### src/rtl/mem_arbiter.sv
`default_nettype none
// ============================================================================
// Module      : mem_arbiter
// Description : Two-master arbiter in front of one single-beat memory
//               command/response bus. Reads are tagged in an in-order FIFO
//               so each response strobe is steered back to its issuer.
// Revision    : 1.0 - initial release
// ============================================================================
module mem_arbiter #(
    parameter int MAX_PENDING = 4,
    parameter bit FIXED_PRIO  = 1'b0
) (
    input  logic                         clk,
    input  logic                         reset,

    // master 0 (CPU bus wrapper)
    input  logic                         m0_cmd_valid,
    output logic                         m0_cmd_ready,
    input  logic                         m0_cmd_wr,
    input  logic [31:0]                  m0_cmd_addr,
    input  logic [31:0]                  m0_cmd_wdata,
    input  logic [3:0]                   m0_cmd_be,
    output logic                         m0_rsp_ready,
    output logic [31:0]                  m0_rsp_rdata,

    // master 1 (DMA / video fetch)
    input  logic                         m1_cmd_valid,
    output logic                         m1_cmd_ready,
    input  logic                         m1_cmd_wr,
    input  logic [31:0]                  m1_cmd_addr,
    input  logic [31:0]                  m1_cmd_wdata,
    input  logic [3:0]                   m1_cmd_be,
    output logic                         m1_rsp_ready,
    output logic [31:0]                  m1_rsp_rdata,

    // slave side
    output logic                         s_cmd_valid,
    input  logic                         s_cmd_ready,
    output logic                         s_cmd_wr,
    output logic [31:0]                  s_cmd_addr,
    output logic [31:0]                  s_cmd_wdata,
    output logic [3:0]                   s_cmd_be,
    input  logic                         s_rsp_ready,
    input  logic [31:0]                  s_rsp_rdata,

    // status
    output logic [$clog2(MAX_PENDING):0] pending_cnt,
    output logic                         rsp_orphan
);

    // Pointer width covers MAX_PENDING slots exactly; with a power-of-two
    // depth the pointers wrap naturally on overflow.
    localparam int                   c_PTR_W   = $clog2(MAX_PENDING);
    localparam int                   c_CNT_W   = $clog2(MAX_PENDING) + 1;
    localparam logic [c_CNT_W-1:0]   c_MAX_CNT = c_CNT_W'(MAX_PENDING);
    localparam logic [c_CNT_W-1:0]   c_ZERO    = '0;
    localparam logic [c_CNT_W-1:0]   c_ONE     = c_CNT_W'(1);
    localparam logic [c_PTR_W-1:0]   c_PTR_ONE = c_PTR_W'(1);

    // ------------------------------------------------------------------
    // State
    // ------------------------------------------------------------------
    logic                     r_rrLast;      // last master granted
    logic                     r_lockVld;     // grant pinned to a stalled command
    logic                     r_lockId;
    logic [MAX_PENDING-1:0]   r_tagFifo;     // master id per outstanding read
    logic [c_PTR_W-1:0]       r_rdPtr;
    logic [c_PTR_W-1:0]       r_wrPtr;
    logic [c_CNT_W-1:0]       r_pendingCnt;
    logic                     r_rspOrphan;

    // ------------------------------------------------------------------
    // Combinational nets
    // ------------------------------------------------------------------
    logic                     w_grant;
    logic                     w_grantValid;
    logic                     w_grantWr;
    logic                     w_canIssue;
    logic                     w_cmdValid;
    logic                     w_accept;
    logic                     w_push;
    logic                     w_pop;
    logic                     w_headId;
    logic                     w_hasPending;

    assign w_hasPending = (r_pendingCnt != c_ZERO);
    assign w_headId     = r_tagFifo[r_rdPtr];

    // Grant selection: a stalled command keeps the bus, otherwise the
    // single requester wins, and contention goes to priority or round-robin.
    always_comb begin
        w_grant = 1'b0;
        if (r_lockVld) begin
            w_grant = r_lockId;
        end else if (m0_cmd_valid && m1_cmd_valid) begin
            w_grant = FIXED_PRIO ? 1'b0 : ~r_rrLast;
        end else if (m1_cmd_valid) begin
            w_grant = 1'b1;
        end else begin
            w_grant = 1'b0;
        end
    end

    // Payload mux of the granted master; master 0 is the idle default.
    always_comb begin
        w_grantValid = m0_cmd_valid;
        w_grantWr    = m0_cmd_wr;
        s_cmd_wr     = m0_cmd_wr;
        s_cmd_addr   = m0_cmd_addr;
        s_cmd_wdata  = m0_cmd_wdata;
        s_cmd_be     = m0_cmd_be;
        if (w_grant) begin
            w_grantValid = m1_cmd_valid;
            w_grantWr    = m1_cmd_wr;
            s_cmd_wr     = m1_cmd_wr;
            s_cmd_addr   = m1_cmd_addr;
            s_cmd_wdata  = m1_cmd_wdata;
            s_cmd_be     = m1_cmd_be;
        end
    end

    // A read may only issue if a tag slot is free now, or one is being
    // freed by a response in this same cycle. Writes never need a slot.
    always_comb begin
        w_canIssue = w_grantWr
                  || (r_pendingCnt < c_MAX_CNT)
                  || ((r_pendingCnt == c_MAX_CNT) && s_rsp_ready);
    end

    // Handshake and FIFO strobes, all suppressed while reset is held.
    always_comb begin
        w_cmdValid = !reset && w_grantValid && w_canIssue;
        w_accept   = w_cmdValid && s_cmd_ready;
        w_push     = w_accept && !w_grantWr;
        w_pop      = !reset && s_rsp_ready && w_hasPending;
    end

    // Output steering for command readies and response strobes.
    always_comb begin
        s_cmd_valid  = w_cmdValid;
        m0_cmd_ready = w_accept && !w_grant;
        m1_cmd_ready = w_accept &&  w_grant;
        m0_rsp_ready = w_pop && !w_headId;
        m1_rsp_ready = w_pop &&  w_headId;
        m0_rsp_rdata = s_rsp_rdata;
        m1_rsp_rdata = s_rsp_rdata;
        pending_cnt  = r_pendingCnt;
        rsp_orphan   = r_rspOrphan;
    end

    // Arbitration history and stall lock.
    always_ff @(posedge clk) begin
        if (reset) begin
            r_rrLast  <= 1'b1;
            r_lockVld <= 1'b0;
            r_lockId  <= 1'b0;
        end else if (w_accept) begin
            r_rrLast  <= w_grant;
            r_lockVld <= 1'b0;
        end else if (w_cmdValid) begin
            r_lockVld <= 1'b1;
            r_lockId  <= w_grant;
        end
    end

    // Tag FIFO storage and pointers. On a full-FIFO push+pop the write
    // lands in the slot whose head is being consumed this same cycle.
    always_ff @(posedge clk) begin
        if (reset) begin
            r_tagFifo <= '0;
            r_wrPtr   <= '0;
            r_rdPtr   <= '0;
        end else begin
            if (w_push) begin
                r_tagFifo[r_wrPtr] <= w_grant;
                r_wrPtr            <= r_wrPtr + c_PTR_ONE;
            end
            if (w_pop) begin
                r_rdPtr <= r_rdPtr + c_PTR_ONE;
            end
        end
    end

    // Outstanding read counter.
    always_ff @(posedge clk) begin
        if (reset) begin
            r_pendingCnt <= '0;
        end else begin
            case ({w_push, w_pop})
                2'b10:   r_pendingCnt <= r_pendingCnt + c_ONE;
                2'b01:   r_pendingCnt <= r_pendingCnt - c_ONE;
                default: r_pendingCnt <= r_pendingCnt;
            endcase
        end
    end

    // Sticky flag for a response strobe with nothing outstanding.
    always_ff @(posedge clk) begin
        if (reset) begin
            r_rspOrphan <= 1'b0;
        end else if (s_rsp_ready && !w_hasPending) begin
            r_rspOrphan <= 1'b1;
        end
    end

endmodule
`default_nettype wire

### config.mk
export PLATFORM = sky130hd
export DESIGN_NAME = mem_arbiter
export DESIGN_NICKNAME = d
export VERILOG_FILES = /design/src/rtl/mem_arbiter.sv
export SDC_FILE = /design/constraint.sdc
export NUM_CORES = 1
export LEC_CHECK = 0
export BUFFER_PORTS_ARGS = -buffer_cell sky130_fd_sc_hd__buf_2
export CELL_PAD_IN_SITES_DETAIL_PLACEMENT = 1
export CELL_PAD_IN_SITES_GLOBAL_PLACEMENT = 2
export CORE_ASPECT_RATIO = 1.5
export CORE_MARGIN = 1
export CORE_UTILIZATION = 14
export CTS_BUF_LIST = sky130_fd_sc_hd__clkbuf_4 sky130_fd_sc_hd__clkbuf_8
export DETAILED_ROUTE_END_ITERATION = 8
export GPL_TIMING_DRIVEN = 0
export PLACE_DENSITY_LB_ADDON = 0.1
export RECOVER_POWER = 25
export SLEW_MARGIN = 20
export SYNTH_ARGS = -nofsm -noshare
export SYNTH_HDL_FRONTEND = slang
export SYNTH_SLANG_ARGS = --single-unit
### constraint.sdc
create_clock -name clk -period 4.83 [get_ports clk]
set_clock_uncertainty 0.05 [all_clocks]
set_input_delay 0.7245 -clock clk [delete_from_list [all_inputs] [get_ports clk]]
set_output_delay 0.7245 -clock clk [all_outputs]
set_load 0.03 [all_outputs]
-- After elaboration in Yosys (flattened, before gate mapping)
Index checks and enable logic that the tools add are counted.
- bitwise gates (word level): 2
- add/sub/neg operators: 4
- eq/ne operators: 3
- order comparisons: 4
- muxes and demuxes: 14
- reductions and logical operators: 25
- operators by type and width (cell ; count):
    $mux 32 ; 2
    $logic_and 1x1->1 ; 14
    $mux 1 ; 7
    $lt 2x3->1 const B ; 2
    $pmux 3 s2 ; 1
    $logic_not 1->1 ; 5
    $add 2x1->2 const B ; 2
    $bwmux 4 ; 1
    $mux 4 ; 1
    $add 3x1->3 const B ; 1
    $eq 3x3->1 const B ; 1
    $lt 3x3->1 const B ; 1
    $reduce_bool 3->1 ; 1
    $sub 3x1->3 const B ; 1
    $bmux 1 s2 ; 1
    $demux 1 s2 ; 1
    $eq 2x1->1 const B ; 1
    $eq 2x2->1 const B ; 1
    $ge 2x1->1 const B ; 1
    $logic_or 1x1->1 ; 2
    $not 1->1 ; 2
    $reduce_and 2->1 ; 1
    $reduce_bool 2->1 ; 1
    $reduce_or 2->1 ; 1
- register bits: 15
- word-level logic and storage cells: 60
- input port bits: 176
- output and inout port bits: 142

-- Logic depth before layout (Yosys ltp)
Gate-level depths: netlist of the first run.
- word-level depth: 11
- depth in mapped cells: 11
- depth with buffers taken out: 10

-- Least setup slack after synthesis of the first run
No wires, ideal clock.
- path type: input-to-reg
- start point: input port m1_cmd_valid
- end point: register r_pendingCnt[2], in the netlist pending_cnt[2]
- path buffers: 1
- slack: 1.972 ns
- setup time: 0.071 ns
- data required time: 4.709 ns
- stages: 11
- arrival time: 2.737 ns
- cell sequence: a21boi_1 mux2_1 a2111oi_4 buf_6 inv_1 ha_1 inv_1 fa_1 xor2_1 or3_1 a21oi_1
- longest elaborated chain between the ends: 11
- elaborated cells on any way between the ends: 17
- those cells by class: eq/ne (2); mux (6); reduce/logical (9)
- ends and longest elaborated chain (item ; line ; source):
    from (decl) ; 27 ; input logic m1_cmd_valid,
    $mux 1 or $logic_and 1x1->1 (tied branches) ; 97, 95 ;
    $mux 1 ; 95 ; end else if (m0_cmd_valid && m1_cmd_valid) begin
    $mux 1 ; 93 ; if (r_lockVld) begin
    $mux 1 ; 112 ; if (w_grant) begin
    $logic_or 1x1->1 ; 126 ; || (r_pendingCnt < c_MAX_CNT)
    $logic_or 1x1->1 ; 127 ; || ((r_pendingCnt == c_MAX_CNT) && s_rsp_ready);
    $logic_and 1x1->1 ; 132 ; w_cmdValid = !reset && w_grantValid && w_canIssue;
    $logic_and 1x1->1 ; 133 ; w_accept = w_cmdValid && s_cmd_ready;
    $logic_and 1x1->1 (*) ; 134 ; w_push = w_accept && !w_grantWr;
    $eq 2x1->1 or $eq 2x2->1 (tied branches) ; 189 ; case ({w_push, w_pop})
    $pmux 3 s2 or $reduce_bool 2->1 (tied branches) ; - ;
    to (signal assigned) ; 190 ; 2'b10: r_pendingCnt <= r_pendingCnt + c_ONE;
    to (signal assigned) ; 191 ; 2'b01: r_pendingCnt <= r_pendingCnt - c_ONE;
    to (signal assigned) ; 192 ; default: r_pendingCnt <= r_pendingCnt;
    to (decl) ; 69 ; logic [c_CNT_W-1:0] r_pendingCnt;
Mark *: on every way between the ends. The rest lies on a longest branch, timed or not.
A chain may end at the register's enable or synchronous reset.

-- Final worst setup path of the first run
- start point: input port m1_cmd_valid
- end point: output port s_cmd_wdata[26]
- longest elaborated chain between the ends: 4
- elaborated cells on any way between the ends: 5
- those cells by class: mux (4); reduce/logical (1)
- ends and longest elaborated chain (item ; line ; source):
    $mux 1 or $logic_and 1x1->1 (tied branches) ; 97, 95 ;
    $mux 1 (*) ; 95 ;
    $mux 1 (*) ; 93 ;
    $mux 32 (*) ; 112 ;
    to (decl) ; 41 ; output logic [31:0] s_cmd_wdata,
Marked as above.

==> results.md, run 1 <==
- Initial antenna violation count: 2
- Cells after synthesis: 230
- Layout cell share with drive strength beyond 1: 71.8%
- Crit path max-delay cell type: clkbuf_1
- Synth warnings: 0
- Switch share: 48.4%
- IO Port Bufs: 284
- HP Class: reg -> reg
- Core area: 0.0147 mm²
- DR vias: 2713
- Share of power burned in registers: 17.7%
- Crit path time final: 3450 ps
- Die height: 153 µm
- Hold WS: between 400 and 500 ps
- FILL cells: 1884
- Worst EP required: 4060 ps
- Sink Count: 15
- Post-layout power: between 0.7 and 0.8 mW
- Slew margin rel.: 55.2%
- Post-CTS Repair Setup Buffers: 0
- MaxCap Viol Count: 0
- Setup violators final: 0
- Area Overhead vs Synth: 78.5%
- Setup TNS Final: 0 ps
- Most common cell on crit path: buf_2
- Crit path cell chain: buf_2 > a21boi_1 > mux2i_1 > clkbuf_1 > buf_2 > mux2_2 > buf_2
- Post-synth net total: 412
- Post-synth design cell area: 0.00213 mm²
- CTS tree: built
- Antenna Nets Post-Route: 0
- Slew at the pin with the worst max-slew slack: 673 ps
- Net Switching: 0.375 mW
- Routability Congestion: between 0.8 and 0.9
- Final Max Tran Viols: 0
- Clock power share: 14.3%
- RSZ-0062 raised after global routing: false
- Global-route wire length before repair: ~17000 µm
- Sequential area share after synthesis: 14.1%
- Via-to-Cell Ratio: 3.79
- Die area: between 0.015 and 0.02 mm²
- I/O Pins: approximately 320
- Hold buffers post-CTS: 0
- Post-DP HPWL: 10600 µm
- Netlist cell types: 34
- P per Cell Area: 204 mW/mm²
- Avg Cell Area, Syn: 9.25 µm²
- Most common cell after layout, fill and taps aside: buf_2
- DR WL/cell: 16.1 µm
- Crit path capture type: primary output
- CP bufs+invs: 4
- Initial DRT Pass Iterations: 2
- Final WL: roughly 11000 µm
- Placed cell area: 0.00379 mm²
- FF+latch count, synth: 15
- Resized Gates After CTS: 0
- Initial DRC count: 29
- Initial Util: between 10% and 20%
- Fin. Hold Viols: 0
- Clock Latency Late Sink: approximately 250 ps
- Critical path launch point type: primary input
- Leakage: 1.96 nW
- Die span in x: roughly 100 µm
- Comb pwr share: around two thirds
- # rows: 54
- CTS Buffer Depth: 2
- Worst Path Class, Setup: in -> out
- Most frequent cells in the layout: buf_2, buf_4, mux2_2
- All-Layer GR Usage: roughly 14%
- Nets: 701
- H-tree Lvls: 1
- Post-route DRC: 0
- Vias in the first global route: between 2000 and 3000
- Critical-path maximum fanout: 10
- Peak supply drop: 0.0601 mV
- Top delay family on crit path: buffers and inverters
- Peak Freq: 290 MHz
- Worst Path Arrival: 2680 ps
- Reg2Reg Setup Slack: 2140 ps
- Finished Cell Area: 0.00380 mm²
- P_int: roughly 0.40 mW
- Crit share post-route: 71.5%
- GRT overflow: 0
- Largest net degree at the start of global routing: 11
- Status: finished clean
- Clock-pin transition on the worst setup and hold timing paths: 70 ps
- Crit path largest cell delay: 530 ps
- Root buffer cell: clkbuf_8
- Total CTS buffers: 3
[area by class of cell]
cell class | count | area, µm² | share of cell area, %
plain buffers | 75 | 536 | 14.1
diodes | 1 | 2.50 | 0.0659
well taps | 196 | 245 | 6.46
inverters | 10 | 37.5 | 0.988
multi-input cells | 130 | 1250 | 33.0
repair buffers | 284 | 1370 | 36.2
flip-flops and latches | 15 | 300 | 7.91
clock buffers | 4 | 48.8 | 1.28
[cell families after synthesis]
family | share of synthesized area [%]
AND/OR/NAND/NOR | 4.70
multiplexers | 39.4
XOR/XNOR | 2.06
AO/OA/AOI/OAI | 8.88
adder cells (fa/ha/maj) | 3.88
flip-flops | 14.1
buffers and inverters | 26.9
[synthesized netlist by cell type]
library cell	n	area, µm²
and2_1	3	18.8
mux2i_1	4	40.0
clkbuf_1	5	18.8
a2111oi_4	1	27.5
buf_2	5	25.0
or2b_1	2	15.0
a21boi_1	1	7.51
mux4_2	1	22.5
mux2_1	20	225
a311oi_1	4	35.0
a31oi_1	1	6.26
buf_4	64	480
or3_1	1	6.26
buf_6	1	11.3
xor2_1	3	26.3
o21bai_1	1	7.51
ha_1	5	62.6
o21ai_0	1	5.00
a2111o_1	1	11.3
a21oi_1	11	55.1
nand2_1	2	7.51
dfxtp_1	15	300
nor2b_1	1	6.26
nor2_1	9	33.8
inv_1	10	37.5
a211o_1	1	8.76
xnor2_1	2	17.5
o31ai_1	1	7.51
mux2_2	49	552
nor3_1	1	5.00
a211oi_1	1	7.51
nor3b_1	1	7.51
a21bo_2	1	10.0
fa_1	1	20.0
[routing by layer]
layer	vias up	GRT usage [%]	wire, µm
met5	-	0	17
met4	2	3.40	213
met3	14	5.26	1240
met2	154	27.7	6280
met1	1238	13.3	3730
li1	1305	-	-
[worst register-to-register path, stage by stage, from the launching register on]
cell       delay [ps]
dfxtp_1           390
inv_1             110
mux2_1            390
a2111oi_4         460
buf_6             200
inv_1              50
ha_1              210
inv_1              70
fa_1              170
xor2_1             70
or3_1             300
a21oi_1           140
[power groups by stage]
stage / Sequential [mW] / Combinational, mW / Clock (mW)
3_3_place_gp: 0.139 / 0.534 / 0
5_1_grt: 0.138 / 0.561 / 0.118
6_report: 0.137 / 0.526 / 0.111
2_1_floorplan: 0.142 / 0.359 / 0
4_1_cts: 0.137 / 0.539 / 0.115
3_5_place_dp: 0.139 / 0.538 / 0
[registers in the layout, summed over array words and instances (netlist names)]
signal / cells
pending_cnt: 3
r_rdPtr: 2
r_lockVld: 1
r_wrPtr: 2
rsp_orphan: 1
r_tagFifo: 4
r_lockId: 1
r_rrLast: 1
[final timing paths]
path	end	cells after the start	startpoint
setup / recovery	s_cmd_wdata[26]	7	m1_cmd_valid
hold / removal	rsp_orphan$_SDFFE_PP0P_	2	rsp_orphan$_SDFFE_PP0P_
setup reg to reg	pending_cnt[2]$_SDFFE_PP0P_	11	r_lockVld$_SDFFE_PP0N_
hold reg to reg	rsp_orphan$_SDFFE_PP0P_	2	rsp_orphan$_SDFFE_PP0P_
[through the flow]
stage | instances | worst slack, ps | util [%]
5_1_grt | 715 | 1160 | 25.8
3_5_place_dp | 710 | 1260 | 25.8
2_1_floorplan | 230 | 1970 | -
3_3_place_gp | 710 | 1300 | 25.8
6_report | 715 | 1380 | 25.8
4_1_cts | 714 | 1250 | 26.1
No activity file was read; power rests on OpenSTA's default activity.
==> run 2: changes to the inputs <==
--- a/config.mk
+++ b/config.mk
@@ -10,7 +10,7 @@
 export CELL_PAD_IN_SITES_GLOBAL_PLACEMENT = 2
 export CORE_ASPECT_RATIO = 1.5
 export CORE_MARGIN = 1
-export CORE_UTILIZATION = 14
+export CORE_UTILIZATION = 13
 export CTS_BUF_LIST = sky130_fd_sc_hd__clkbuf_4 sky130_fd_sc_hd__clkbuf_8
 export DETAILED_ROUTE_END_ITERATION = 8
 export GPL_TIMING_DRIVEN = 0
==> constraint.sdc (replaced) <==
create_clock -name clk -period 3.2 [get_ports clk]
set_clock_uncertainty 0.05 [all_clocks]
set_input_delay 0.48 -clock clk [delete_from_list [all_inputs] [get_ports clk]]
set_output_delay 0.48 -clock clk [all_outputs]
set_load 0.03 [all_outputs]
==> results.md, run 2 (synthesized netlist as in run 1, its figures left out) <==
- FF+latch area: 300 µm²
- Die span in x: 106 µm
- Length in cells of the worst reg-to-reg path: 11
- Initial antenna violation count: 1
- WP depth: 6
- Largest reg by FF count: r_tagFifo
- Critical-path maximum fanout: 10
- Sink Count: 15
- Post-DP HPWL: between 10000 and 15000 µm
- Initial Util: roughly 13%
- Via-to-Cell Ratio: about 3.7
- Initial DRC count: 49
- DR WL/cell: 15.2 µm
- Root buffer cell: clkbuf_8
- Core area: 0.0158 mm²
- CTS tree: built
- Met3 track demand over resource: under 10%
- Routability Congestion: 0.771
- Pre-CTS setup slack: 83.3 ps
- Initial DRT Pass Iterations: 4
- Crit path time final: 2770 ps
- Most common cell after layout, fill and taps aside: buf_2
- All-Layer GR Usage: 12.3%
- # rows: 56
- Number of flip-flops under the largest register name: 4
- Antenna Nets Post-Route: 0
- CP bufs+invs: 4
- Crit path capture type: primary output
- Most frequent cells in the layout: buf_2, buf_4, mux2_2
- M1 GR Usage: 9.48%
- DR vias: approximately 2700
- Die height: ~160 µm
- GR met2 Demand/Resource: 27.6%
- CTS Buffer Depth: 2
- I/O Pins: between 300 and 400
- Hold WS: 436 ps
- Post-layout power: ~1.2 mW
- Crit path largest cell delay: around 360 ps
- Setup slack after layout: 428 ps
- Worst Path Arrival: between 2000 and 2500 ps
- Leakage: ~2 nW
- P per Cell Area: 303 mW/mm²
- Fin. Hold Viols: 0
- Multi-input combinational cell area: 0.00125 mm²
- Gr busiest metal: met2
- Top delay family on crit path: buffers and inverters
- Crit path cell chain: inv_1 > mux2i_1 > clkbuf_2 > buf_2 > mux2_2 > buf_2
- Total CTS buffers: 3
- Slew margin rel.: 53.2%
- Status: finished clean
- Vias in the first global route: 2960
- Clock-pin transition on the worst setup and hold timing paths: 70 ps
- Layout cell share with drive strength beyond 1: 71.8%
- Nets: 701
- MaxCap Viol Count: 0
- FILL cells: 1990
- Area Overhead vs Synth: 78.8%
- Final WL: between 10000 and 15000 µm
- Setup violators final: 0
- Crit share post-route: 86.6%
- Setup TNS Final: 0 ps
- Critical path launch point type: flip-flop
- H-tree Lvls: 1
- Peak Freq: ~360 MHz
- WHS Path Cells: 2
- HP Class: reg -> reg
- Crit path max-delay cell type: mux2_2
- Peak supply drop: 0.0915 mV
- IO Port Bufs: 284
- Post-route DRC: 0
- Largest net degree at the start of global routing: 11
- Worst Path Class, Setup: reg -> out
- GRT overflow: 0
- Global-route wire length before repair: 15900 µm
- Worst EP required: 2670 ps
- Slew at the pin with the worst max-slew slack: 701 ps
- RSZ-0062 raised after global routing: false
- Final Max Tran Viols: 0
- Die area: 0.0169 mm²
- Clock Latency Late Sink: 250 ps
- Most common cell on crit path: buf_2
==> run 2: cell count changes in the layout (fill, tap and decap cells not counted) <==
cell	delta
buf_2	-1
clkbuf_4	-1
clkinv_2	+1
clkbuf_2	+1
==> run 2: metal layers <==
layer | vias to the layer above | wire (µm) | part of all wire [%]
li1 | 1310 | - | -
met1 | 1231 | 3110 | 28
met2 | 148 | 6760 | 62
met3 | 10 | 964 | 8.8
met4 | 0 | 146 | 1.3
met5 | - | 0 | 0
==> run 2: metrics by stage <==
step | cell area (µm²) | utilization [%] | cells
2_1_floorplan | 2130 | - | 230
3_3_place_gp | 3800 | 24.0 | 717
3_5_place_dp | 3800 | 24.0 | 717
4_1_cts | 3850 | 24.3 | 721
5_1_grt | 3800 | 24.0 | 722
6_report | 3800 | 24.0 | 722
==> run 2: path summary, 6_finish.rpt <==
kind                           start  slack (ps)                          end
max reg2reg   r_lockVld$_SDFFE_PP0N_         490  pending_cnt[2]$_SDFFE_PP0P_
max           r_lockVld$_SDFFE_PP0N_         430               s_cmd_addr[11]
min reg2reg  rsp_orphan$_SDFFE_PP0P_         440      rsp_orphan$_SDFFE_PP0P_
min          rsp_orphan$_SDFFE_PP0P_         440      rsp_orphan$_SDFFE_PP0P_
==> run 2: where the power goes <==
group	total (mW)	internal [mW]	switching, mW
clock network	0.162	0.0865	0.0753
logic	0.785	0.309	0.476
registers	0.206	0.197	0.00980
total	1.15	0.592	0.561
==> run 2: cell type report <==
cell class,instances,share of cell area (%)
diodes,1,0.0658
repair buffers,284,36.1
inverters,10,0.987
clock buffers,3,1.09
well taps,203,6.68
clock inverters,1,0.132
flip-flops and latches,15,7.89
multi-input cells,130,33.0
plain buffers,75,14.1
==> run 2: worst min-delay path, cell delays in order, from the launching register on <==
cell	delay (ps)
dfxtp_1	330
a21oi_1	40
nor2_1	80
==> run 2: repair_timing <==
action                     4_1_cts  5_1_grt
hold buffers                     0        0
setup buffers                    0        0
setup endpoints to repair        0       33
gates resized for setup          0        2
